File: src/rtl/adder_window_sequencer.sv
// ---------------------------------------------------------------------------
// adder_window_sequencer
//
// Sequential front end for the external combinational N-input signed adder.
// Collects NUM_INPUTS signed words (one per cycle), presents them packed on
// add_in_data, registers the adder's combinational result and offers it on a
// valid/ready output. Counts completed output handshakes for host status.
//
// Optional build macro: ADDER_SEQ_RELU_EN
//   defined   -> a negative adder result is replaced by 0 at capture
//   undefined -> the raw adder result is captured
//
// Ports:
//   clk, rst       rising-edge clock, asynchronous active-high reset
//   flush          synchronous abort of the current window (highest priority)
//   in_data/in_valid/in_ready      input word stream
//   add_in_data    packed window to the adder, slot i at [i*DATA_WIDTH +: DATA_WIDTH]
//   add_out_data   combinational sum returned by the adder
//   out_data/out_valid/out_ready   registered window sum handshake
//   win_count      completed output handshakes, modulo 2^16
//   busy           state is not LOAD or slot count is nonzero
// ---------------------------------------------------------------------------
module adder_window_sequencer #(
    parameter int DATA_WIDTH = 32,
    parameter int NUM_INPUTS = 9
) (
    input  logic                             clk,
    input  logic                             rst,
    input  logic                             flush,
    input  logic [DATA_WIDTH-1:0]            in_data,
    input  logic                             in_valid,
    output logic                             in_ready,
    output logic [NUM_INPUTS*DATA_WIDTH-1:0] add_in_data,
    input  logic [31:0]                      add_out_data,
    output logic [31:0]                      out_data,
    output logic                             out_valid,
    input  logic                             out_ready,
    output logic [15:0]                      win_count,
    output logic                             busy
);

    localparam int CNT_W = $clog2(NUM_INPUTS);

    typedef enum logic [1:0] {
        LOAD = 2'd0,
        SUM  = 2'd1,
        HOLD = 2'd2
    } state_t;

    state_t                                   state_q, state_d;
    logic [CNT_W-1:0]                         cnt_q, cnt_d;
    // Packed so that element i lands exactly at bits [i*DATA_WIDTH +: DATA_WIDTH].
    logic [NUM_INPUTS-1:0][DATA_WIDTH-1:0]    slot_q, slot_d;
    logic [31:0]                              out_data_q, out_data_d;
    logic                                     out_valid_q, out_valid_d;
    logic [15:0]                              win_count_q, win_count_d;
    logic [31:0]                              captured_sum;

`ifdef ADDER_SEQ_RELU_EN
    assign captured_sum = add_out_data[31] ? 32'd0 : add_out_data;
`else
    assign captured_sum = add_out_data;
`endif

    always_comb begin
        // NOTE: every next-state signal gets a default first so no path through
        // the case/if tree leaves it unassigned, which would infer a latch.
        state_d     = state_q;
        cnt_d       = cnt_q;
        slot_d      = slot_q;
        out_data_d  = out_data_q;
        out_valid_d = out_valid_q;
        win_count_d = win_count_q;

        if (flush) begin
            // Abort wins over every handshake in the same cycle, including out_ready.
            state_d     = LOAD;
            cnt_d       = '0;
            slot_d      = '0;
            out_valid_d = 1'b0;
        end else begin
            unique case (state_q)
                LOAD: begin
                    if (in_valid) begin
                        slot_d[cnt_q] = in_data;
                        if (cnt_q == CNT_W'(NUM_INPUTS - 1)) begin
                            cnt_d   = '0;
                            state_d = SUM;
                        end else begin
                            cnt_d = cnt_q + CNT_W'(1);
                        end
                    end
                end
                SUM: begin
                    out_data_d  = captured_sum;
                    out_valid_d = 1'b1;
                    state_d     = HOLD;
                end
                HOLD: begin
                    if (out_ready) begin
                        out_valid_d = 1'b0;
                        win_count_d = win_count_q + 16'd1;
                        slot_d      = '0;
                        state_d     = LOAD;
                    end
                end
                default: state_d = LOAD;
            endcase
        end
    end

    // NOTE: the slot array is reset along with the control state because the
    // adder input bus is architecturally required to read as zero after reset.
    always_ff @(posedge clk or posedge rst) begin
        if (rst) begin
            state_q     <= LOAD;
            cnt_q       <= '0;
            slot_q      <= '0;
            out_data_q  <= '0;
            out_valid_q <= 1'b0;
            win_count_q <= '0;
        end else begin
            // NOTE: non-blocking assignments so all flops update from the same
            // pre-edge values regardless of statement order.
            state_q     <= state_d;
            cnt_q       <= cnt_d;
            slot_q      <= slot_d;
            out_data_q  <= out_data_d;
            out_valid_q <= out_valid_d;
            win_count_q <= win_count_d;
        end
    end

    // in_ready is a decode of the state register only: no path from in_valid or out_ready.
    assign in_ready    = (state_q == LOAD);
    assign busy        = (state_q != LOAD) || (cnt_q != '0);
    assign add_in_data = slot_q;
    assign out_data    = out_data_q;
    assign out_valid   = out_valid_q;
    assign win_count   = win_count_q;

endmodule

File: config.mk
export PLATFORM = sky130hd
export DESIGN_NAME = adder_window_sequencer
export DESIGN_NICKNAME = d
export VERILOG_FILES = /design/src/rtl/adder_window_sequencer.sv
export SDC_FILE = /design/constraint.sdc
export NUM_CORES = 1
export LEC_CHECK = 0
export CAP_MARGIN = 20
export CORE_MARGIN = 1.5
export CORE_UTILIZATION = 50
export CTS_BUF_LIST = sky130_fd_sc_hd__clkbuf_8 sky130_fd_sc_hd__clkbuf_16
export DETAILED_ROUTE_END_ITERATION = 10
export PLACE_DENSITY_LB_ADDON = 0.3
export RECOVER_POWER = 50
export SYNTH_ARGS = -nofsm -noshare
export SYNTH_HDL_FRONTEND = slang
export SYNTH_SLANG_ARGS = --single-unit
export TNS_END_PERCENT = 100
File: constraint.sdc
create_clock -name clk -period 20.4 [get_ports clk]
set_input_delay 6.12 -clock clk [delete_from_list [all_inputs] [get_ports clk]]
set_output_delay 6.12 -clock clk [all_outputs]
set_load 0.03 [all_outputs]
# Word level (Yosys, flattened, before mapping)
# Index checks and enable logic that the tools add are counted.
# op_classes
magnitude_cmp	2
n_addsub	2
eq_ne	6
muxes	19
bitwise	1
n_reduce_logical	15
# op_table
operator	count
288-bit 2-to-1 mux	3
288-bit one-hot mux with 2 select lines	1
288-bit bitwise mux	1
32-bit demux with 4-bit select	1
32-bit 2-to-1 mux	1
16-bit by 1-bit adder with 16-bit output (second input constant)	1
4-bit 2-to-1 mux	4
3-bit AND reduction	3
2-bit 2-to-1 mux	4
3-bit != test (second input constant)	2
2-bit one-hot mux with 3 select lines	1
2-bit AND reduction	3
2-bit nonzero test	3
3-bit nonzero test	2
4-bit by 5-bit < comparator with 1-bit output (second input constant)	1
4-bit by 1-bit adder with 4-bit output (second input constant)	1
4-bit == test (second input constant)	1
4-bit by 1-bit greater-or-equal comparator with 1-bit output (second input constant)	1
4-bit nonzero test	1
3-bit by 2-bit != test with 1-bit output (second input constant)	1
2-bit by 1-bit == test with 1-bit output (second input constant)	1
2-bit == test (second input constant)	1
2-bit logical NOT	1
1-bit 2-to-1 mux	2
4 further kinds	4
# word_totals
word_cells	59
in_bits	69
regBits	343

# Logic depth before layout (Yosys ltp)
# Gate-level depths: netlist of run 1.
# depth
word_depth	8
ltp_mapped	8

# Worst setup path after synthesis of run 1
# OpenSTA, ideal clock, no wires.
# synth_timing
path_kind	register to output
startpoint	register cnt_q[0]
endpoint	output busy
arrival_time_ns	1.635
n_path_buf	1
t_required_ns	14.280
path_stages_with_launch	6
path_slack_ns	12.645
cell_sequence	dfrtp_1 -> inv_1 -> ha_1 -> or3b_1 -> buf_2 -> or3_1
# synth_between
elab_chain_cells	2
# synth_rtl
item	line_no	text
start: declaration	51	logic [CNT_W-1:0] cnt_q, cnt_d;
start signal: assignment	126	cnt_q <= cnt_d;
4-bit nonzero test	136	assign busy = (state_q != LOAD) || (cnt_q != '0);
1-bit logical OR	136	
end: declaration	39	output logic busy
# No other way between the ends.

==> results by stage, run 1 <==
Worst setup path:
- On the critical path, the stage with the largest delay is an instance of clkinvlp_2.
- The setup path with the least slack is of type in2async.
- At the worst endpoint, the required time is 19.80 ns.
- The critical path endpoint category is an asynchronous set/reset pin.
- The gate family responsible for the most delay along the worst path is buffers and inverters.
- In this design, the stage delay of the slowest critical-path cell is 3.61 ns.
- For the worst setup path, the data arrival time is 10.35 ns.
- The biggest fanout along the worst timing path is 146.
- The startpoint type of the worst setup path is an input port.
- Traced cell by cell, the critical path runs through dlygate4sd3_1, clkinvlp_2.
- The number of buffers and inverters on the critical path is 2.

CTS:
- The TritonCTS clock tree is built.
- The CTS clock-pin slew for the worst setup and hold paths is 0.06 ns.
- Buffers added to address setup during post-CTS repair amount to 0.
- In this run the deepest clock path goes through 3 buffers.
- For this design, the CTS-stage hold fixing added 0 buffers.
- The total clock buffers created by CTS is 36.
- After clock tree synthesis, the repair step resized 0 gates.
- The TritonCTS sink count is 343.
- In this run the number of H-tree levels came out at 2.
- The later pin in the worst-skew pair is clocked with a latency of 0.52 ns.
- The root buffer selected by CTS is clkbuf_16.

STA:
- Setup repair after global routing left no endpoint under its margin.
- The worst slew margin relative to its limit is -3.332.
- The final count of pins violating max slew is 163.
- The setup violation total in the final timing report is 0.
- At the pin with the least slew margin, the transition time is 6.462 ns.
- Between clock sinks in the finished design, the worst skew comes to 0.02803 ns.
- Adding up every negative setup slack in the final design gives 0 ns.
- The shortest period the worst path allows is 10.95 ns.
- The final worst-path setup slack is 9.453 ns.
- The fmax is 91.35 MHz.
- Of the available clock period, the critical path in the final layout requires 0.5366.
- The count of final hold-check violations is 0.

Pwr:
- The worst supply voltage drop on vdd is 53.44 µV.
- The portion of total power attributed to combinational logic is 0.088.
- The sequential group share of total power is 0.469.
- The static power due to leakage is 8.914 nW.
- The net switching power of the design is 366.5 µW.
- In this run the power density over the cells is 82.37 nW/µm².
- The internal power is 1.130 mW.
- The proportion of power drawn by the clock network is 0.443.
- Of the total power, the share spent switching nets is 0.2449.
- The total power after layout is 1.497 mW.

Floorplanning:
- The total area inside the core boundary comes to 25040 µm².
- The die covers 26290 µm².
- In this run the horizontal extent of the chip is 162.1 µm.
- The die is 162.1 µm tall.
- The number of top-level pins is 408.
- For this configuration, the core starts out at a cell density of 0.5057.
- In this run the core area contains 58 standard-cell rows.

GRT:
- The global-route total usage across every layer is 0.3183.
- The residual overflow from global routing is 0.
- The number of antenna violations at the first check in global routing is 0.
- The number of global-route vias before repair was 10019.
- The first global-routing pass estimated 63380 µm of wire.
- Entering global routing, the biggest net connects 199 pins.

Synthesis:
- The netlist area before placement is 12660 µm².
- The number of enable-type register cells in the synthesized netlist is 0.
- In the post-synthesis netlist, the biggest area contributors are dfrtp_1 68%, o2bb2ai_1 20%, mux2_2 2.9%.
- The commonest cells after synthesis are 343 x dfrtp_1, 288 x o2bb2ai_1, 50 x nand2_1, 38 x buf_2, 33 x mux2_2.
- In this run the mean area of a mapped cell was 14.47 µm².
- After synthesis, the share of flip-flops with an asynchronous set or reset is 1.000.
- The cell count after synthesis is 875.
- The number of warnings issued by yosys is 0.
- The prevailing post-synth register cell is dfrtp_1.
- The area share of the leading cell type in the synthesized netlist is 0.6779.
- The synthesized design spends more area on one cell type than any other, namely dfrtp_1.
- The net count after synthesis is 949.
- In this run, synthesis produced a sequential element count of 343.
- The netlist uses 35 different library cells.
- The most numerous cell in the Yosys netlist is dfrtp_1.
- The post-synthesis sequential area ratio is 0.6779.

Place:
- The count of buffers added on input and output ports is 407.
- The post-DP HPWL is 26650 µm.
- The final estimated routing congestion in global placement is 0.8129.
- Timing analysis after detailed placement gives a worst setup slack of 11.41 ns.
- Including well taps, the total number of placed cells is 1557.

Run status:
- The final reports fail on max-capacitance violations, max-slew violations.
- The flow ran to the end, but the final reports show violations.

Final layout:
- Measured on the finished design, the core utilization comes to 0.7257.
- The layout-stage area growth over the synthesis result is 43.50%.
- In the final layout, the share of cells above drive strength 1 is 0.08830.
- 0 antenna diodes ended up in the layout.
- After the flow finishes, the layout carries non-filler instances totaling 1621.
- The number of nets at the end of the flow is 1339.

Detailed routing:
- The detailed-route DRC error count is 0.
- The count of nets left with antenna violations once routing finished came out at 0.
- The first-pass detailed-route iteration total is 5.
- After detailed routing, the average wire length per cell comes to 25.81 µm.
- After detailed routing, the total wire length is 41830 µm.
- Across all layers, the routed design uses 9946 vias.
- After detailed routing, the number of vias per cell comes to 6.136.
- After the first detailed-routing iteration, the DRC count stood at 830.

Run:
- Across the run, the number of max-cap violations was 2.

Hold path:
- The classification of the worst-slack hold path is reg2reg.
-- metrics by stage --
stage | instance area, µm² | hold slack (ns)
final | 18170 | 0.4623
after global routing | 18170 | 0.4899
after CTS | 18190 | 0.4747
after detailed placement | 16970 | 0.4669
after global placement | 16970 | 0.4612
after floorplan | 12660 | 0.5558
-- layout make-up --
cell class	count	area, µm²
well taps	330	412.9
clock inverters	17	140.1
fillers	1661	6867
inverters	5	20.02
flip-flops and latches	343	8583
repair buffers	425	4222
multi-input cells	454	3717
clock buffers	47	1075
-- cells in the final DEF (no fill, tap or decap), types with 3 or more instances in the layout --
cell type / count
dfrtp_1: 343
dlygate4sd3_1: 340
o2bb2ai_1: 288
clkdlybuf4s50_1: 67
nand2_1: 50
clkbuf_16: 38
mux2_2: 33
buf_4: 17
nand3b_1: 14
inv_1: 12
xnor2_1: 11
clkbuf_8: 9
nand3_1: 7
nand4_1: 6
nor2_1: 6
a21oi_1: 5
ha_1: 5
clkinv_2: 5
xor2_1: 4
or3b_2: 3
and3_1: 3
and4_1: 3
-- kinds of logic after synthesis --
logic type / share of synthesized area
XOR/XNOR: 0.01038
AND/OR/NAND/NOR: 0.04476
multiplexers: 0.03093
AO/OA/AOI/OAI: 0.2030
buffers and inverters: 0.02816
adder cells (fa/ha/maj): 0.004941
flip-flops: 0.6779
-- state kept, by name, indices dropped and copies added (netlist names) --
register and count:
state_q 2, out_data 32, add_in_data 288, win_count 16, cnt_q 4, out_valid 1
-- routing by layer --
layer  GRT usage  routed length, µm
met4      0.1493               2082
met2      0.5142              20110
met1      0.4165              16420
met5           0                  0
met3     0.06435               3214
-- worst paths after layout --
kind                               startpoint         endpoint  slack [ns]  cells after the start
worst max-delay path                      rst     out_data[12]        9.45                      2
worst min-delay path            win_count[15]    win_count[15]        0.46                      1
worst max register to register     state_q[0]     out_data[20]       17.24                      3
worst min register to register  win_count[15]    win_count[15]        0.46                      1
max in group clk                        flush     out_data[20]       11.34                      4
min in group asynchronous                 rst  add_in_data[29]        8.13                      2
-- power groups by stage --
stage                     Combinational, mW  Clock (mW)  Sequential (mW)
after CTS                             0.137       0.671            0.702
after detailed placement              0.136           0            0.713
after floorplan                      0.0473           0            0.737
final                                 0.132       0.663            0.702
after global routing                  0.139       0.697            0.703
after global placement                0.134           0            0.713
(Power assumes the default switching activity.)
==> run 2, diff against run 1 <==
--- a/config.mk
+++ b/config.mk
@@ -7,7 +7,7 @@
 export LEC_CHECK = 0
 export CAP_MARGIN = 20
 export CORE_MARGIN = 1.5
-export CORE_UTILIZATION = 50
+export CORE_UTILIZATION = 42
 export CTS_BUF_LIST = sky130_fd_sc_hd__clkbuf_8 sky130_fd_sc_hd__clkbuf_16
 export DETAILED_ROUTE_END_ITERATION = 10
 export PLACE_DENSITY_LB_ADDON = 0.3
==> constraint.sdc (replaced) <==
create_clock -name clk -period 9.4 [get_ports clk]
set_input_delay 2.82 -clock clk [delete_from_list [all_inputs] [get_ports clk]]
set_output_delay 2.82 -clock clk [all_outputs]
set_load 0.03 [all_outputs]
==> run 2 against run 1 <==
The flow still finishes with violations (max-capacitance violations, max-slew violations). Largest power group unchanged. Critical path type is now reg2out. Cell area fell by 0.11%. Setup slack got worse by 6.0 ns. Sequential power rose by 120%. Critical path depth rose by 3. First-iteration DRC count fell by 16%. Power rose by 110%. Largest cell class unchanged.
==> results by stage, run 2 (synthesis gave the netlist of run 1 again) <==
Run status:
- The run finished, with violations left.
- The final reports fail on max-capacitance violations, max-slew violations.

Final layout:
- The post-route non-filler standard cell count is 1676 (+3.4%).
- The number of flip-flops in the largest register is 288 (unchanged).
- The final antenna diode count is 0 (unchanged).
- Relative to the synthesized area, the layout overhead comes to 43.34%.
- The most frequent standard cell in the layout excluding fill and tap cells is dfrtp_1.
- The share of layout cells above drive strength 1 is 0.08398 (-0.004322).
- The final instance area is 18150 µm² (-0.11%).
- The number of nets at the end of the flow came to 1340 (+0.075%).
- Leaving out fill and tap cells, the most frequent cells in the layout are 343 x dfrtp_1, 288 x o2bb2ai_1, 251 x clkdlybuf4s50_1.

Floorplanning:
- The number of core rows is 63 (+8.6%).
- The number of top-level pins is 408 (unchanged).
- The starting density of the core is 0.4272 (-0.07853).
- The die boundary height is 176.6 µm (+8.9%).
- The area of the core came to 29640 µm² (+18%).
- The horizontal extent of the die is 176.6 µm (+8.9%).
- The full die area is 31200 µm² (+19%).

Place:
- The cell area after placement was 17050 µm² (+0.46%).
- The worst setup slack after placement is 3.903 ns (-7.511 ns).
- The cell total after placement is 1616 (+3.8%).
- The number of input and output port buffers inserted is 407 (unchanged).
- The final estimated routing congestion in global placement came to 0.8283 (+1.9%).
- The post-DP HPWL is 26580 µm (-0.27%).

Run:
- The number of max-cap violations is 2 (unchanged).

Detailed routing:
- The number of vias per cell is 5.709 (-7.0%).
- The detailed-route DRC error count was 0 (unchanged).
- The iteration-0 DRC count of the detailed router was 699 (-16%).
- The first-pass detailed-route iteration total is 5 (unchanged).
- The final routed wirelength across all metal layers is 41440 µm (-0.93%).
- The number of nets with antenna violations after detailed routing is 0 (unchanged).
- The routed length per instance is 24.73 µm (-4.2%).
- The total vias in the final route is 9568 (-3.8%).

Worst setup path:
- STA classifies the critical path startpoint as a register.
- The worst setup path is captured at an output pin.
- The biggest fanout along the worst timing path is 34 (-77%).
- The endpoint arrival time on the critical path is 3.17 ns (-7.18 ns).
- The data required time of the worst path was 6.58 ns (-13.22 ns).
- The kind of critical path is reg2out.

GRT:
- The number of antenna violations at the first check in global routing was 0 (unchanged).
- The global-route total usage across every layer was 0.2655 (-0.05282).
- The maximum number of pins on one net before global-route repair is 188 (-5.5%).
- The wire length of the first global-routing pass is 62760 µm (-0.99%).
- The number of global-route vias before repair is 9814 (-2.0%).
- The residual overflow from global routing is 0 (unchanged).

STA:
- The shortest period the worst path allows is 5.993 ns.
- The final count of pins violating max slew is 73 (-55%).
- The final worst-path setup slack is 3.407 ns (-6.046 ns).
- The fmax is 166.9 MHz.
- The slew of the pin with the lowest slew margin is 2.319 ns (-4.144 ns).
- In the finished design, the share of the clock period the worst path needs comes to 0.6375.
- Setup repair after global routing left no endpoint under its margin.
- The worst slew margin relative to its limit came to -0.5457 (+2.786).
- The final worst clock skew is 0.01293 ns (-0.01510 ns).
- The setup violation total in the final timing report was 0 (unchanged).
- The count of final hold-check violations is 0 (unchanged).
- The post-route setup TNS came to 0 ns (unchanged).

CTS:
- The CTS clock-pin slew for the worst setup and hold paths is 0.05 ns (about the same).
- The TritonCTS sink count is 343 (unchanged).
- TritonCTS built the clock tree.
- The buffer levels on the longest clock path is 3 (unchanged).
- The tree is rooted in a clkbuf_16.
- The number of hold buffers added after CTS is 0 (unchanged).
- The insertion delay of the later-clocked pin in the worst-skew pair came to 0.50 ns (-0.02 ns).
- The count of instances resized after the clock tree is built is 0 (unchanged).
- The H-tree depth reported by CTS is 2 (unchanged).
- The number of post-CTS setup repair buffers came to 0 (unchanged).
- The total clock buffers created by CTS is 37 (+2.8%).

Pwr:
- The sequential group share of total power is 0.482 (+0.013).
- The proportion of power drawn by the clock network is 0.426 (-0.017).
- The worst supply voltage drop on vdd is 129.2 µV (+140%).
- The internal power is 2.382 mW (+110%).
- The net switching share of the total power is 0.2457 (+0.0008315).
- The static power due to leakage was 8.233 nW (-7.6%).
- The net switching power of the design came to 775.9 µW (+110%).
- The portion of total power attributed to combinational logic is 0.092 (+0.004).
- The power density normalized to cell area is 174.0 nW/µm² (+110%).

Hold path:
- The classification of the worst-slack hold path is reg2reg.
run 2: cell count changes in the layout (fill, tap and decap cells not counted), moves of 2 or more:
cell / before / now
dlygate4sd3_1: 340 / 156
clkbuf_8: 9 / 6
clkbuf_1: 0 / 2
inv_1: 12 / 14
buf_4: 17 / 14
clkdlybuf4s50_1: 67 / 251
run 2: per-layer routing:
metal / GRT usage / wire [µm]
met3: 0.06379 / 3219
met1: 0.3676 / 17260
met4: 0.09958 / 1595
met2: 0.4069 / 19370
met5: 0 / 0
run 2: power groups by stage:
stage / Sequential [mW] / Clock, mW / Combinational (mW)
after global routing: 1.52 / 1.43 / 0.310
after global placement: 1.55 / 0 / 0.294
after CTS: 1.52 / 1.36 / 0.299
after detailed placement: 1.55 / 0 / 0.297
after floorplan: 1.60 / 0 / 0.103
final: 1.52 / 1.34 / 0.291
run 2: final cells by class:
type / instances / area (µm²)
clock buffers: 43 / 1008
clock inverters: 16 / 92.59
fillers: 2378 / 11490
inverters: 5 / 20.02
multi-input cells: 454 / 3731
flip-flops and latches: 343 / 8583
well taps: 390 / 488.0
repair buffers: 425 / 4227
run 2: final timing paths:
check                              start          endpoint  slack, ns  depth (start not counted)
min in group asynchronous            rst  add_in_data[182]       2.69                          2
min reg2reg                win_count[15]     win_count[15]       0.47                          1
max                             cnt_q[0]              busy       3.41                          5
min                        win_count[15]     win_count[15]       0.47                          1
max in group asynchronous            rst   add_in_data[34]       4.08                          4
max reg2reg                     cnt_q[0]   add_in_data[11]       6.60                          6
run 2: worst max-delay path: stages (launching register included):
cell and delay (ns):
dfrtp_1 0.42, inv_1 0.12, ha_1 0.24, or3b_2 0.82
or3_1 0.46, clkdlybuf4s50_1 0.62
run 2: stage by stage:
stage	hold WS (ns)	utilization	total power, mW
after floorplan	0.5558	-	1.703
after global placement	0.4609	0.5753	1.841
after detailed placement	0.4671	0.5753	1.845
after CTS	0.4742	0.6125	3.183
after global routing	0.4857	0.6124	3.266
final	0.4662	0.6124	3.158
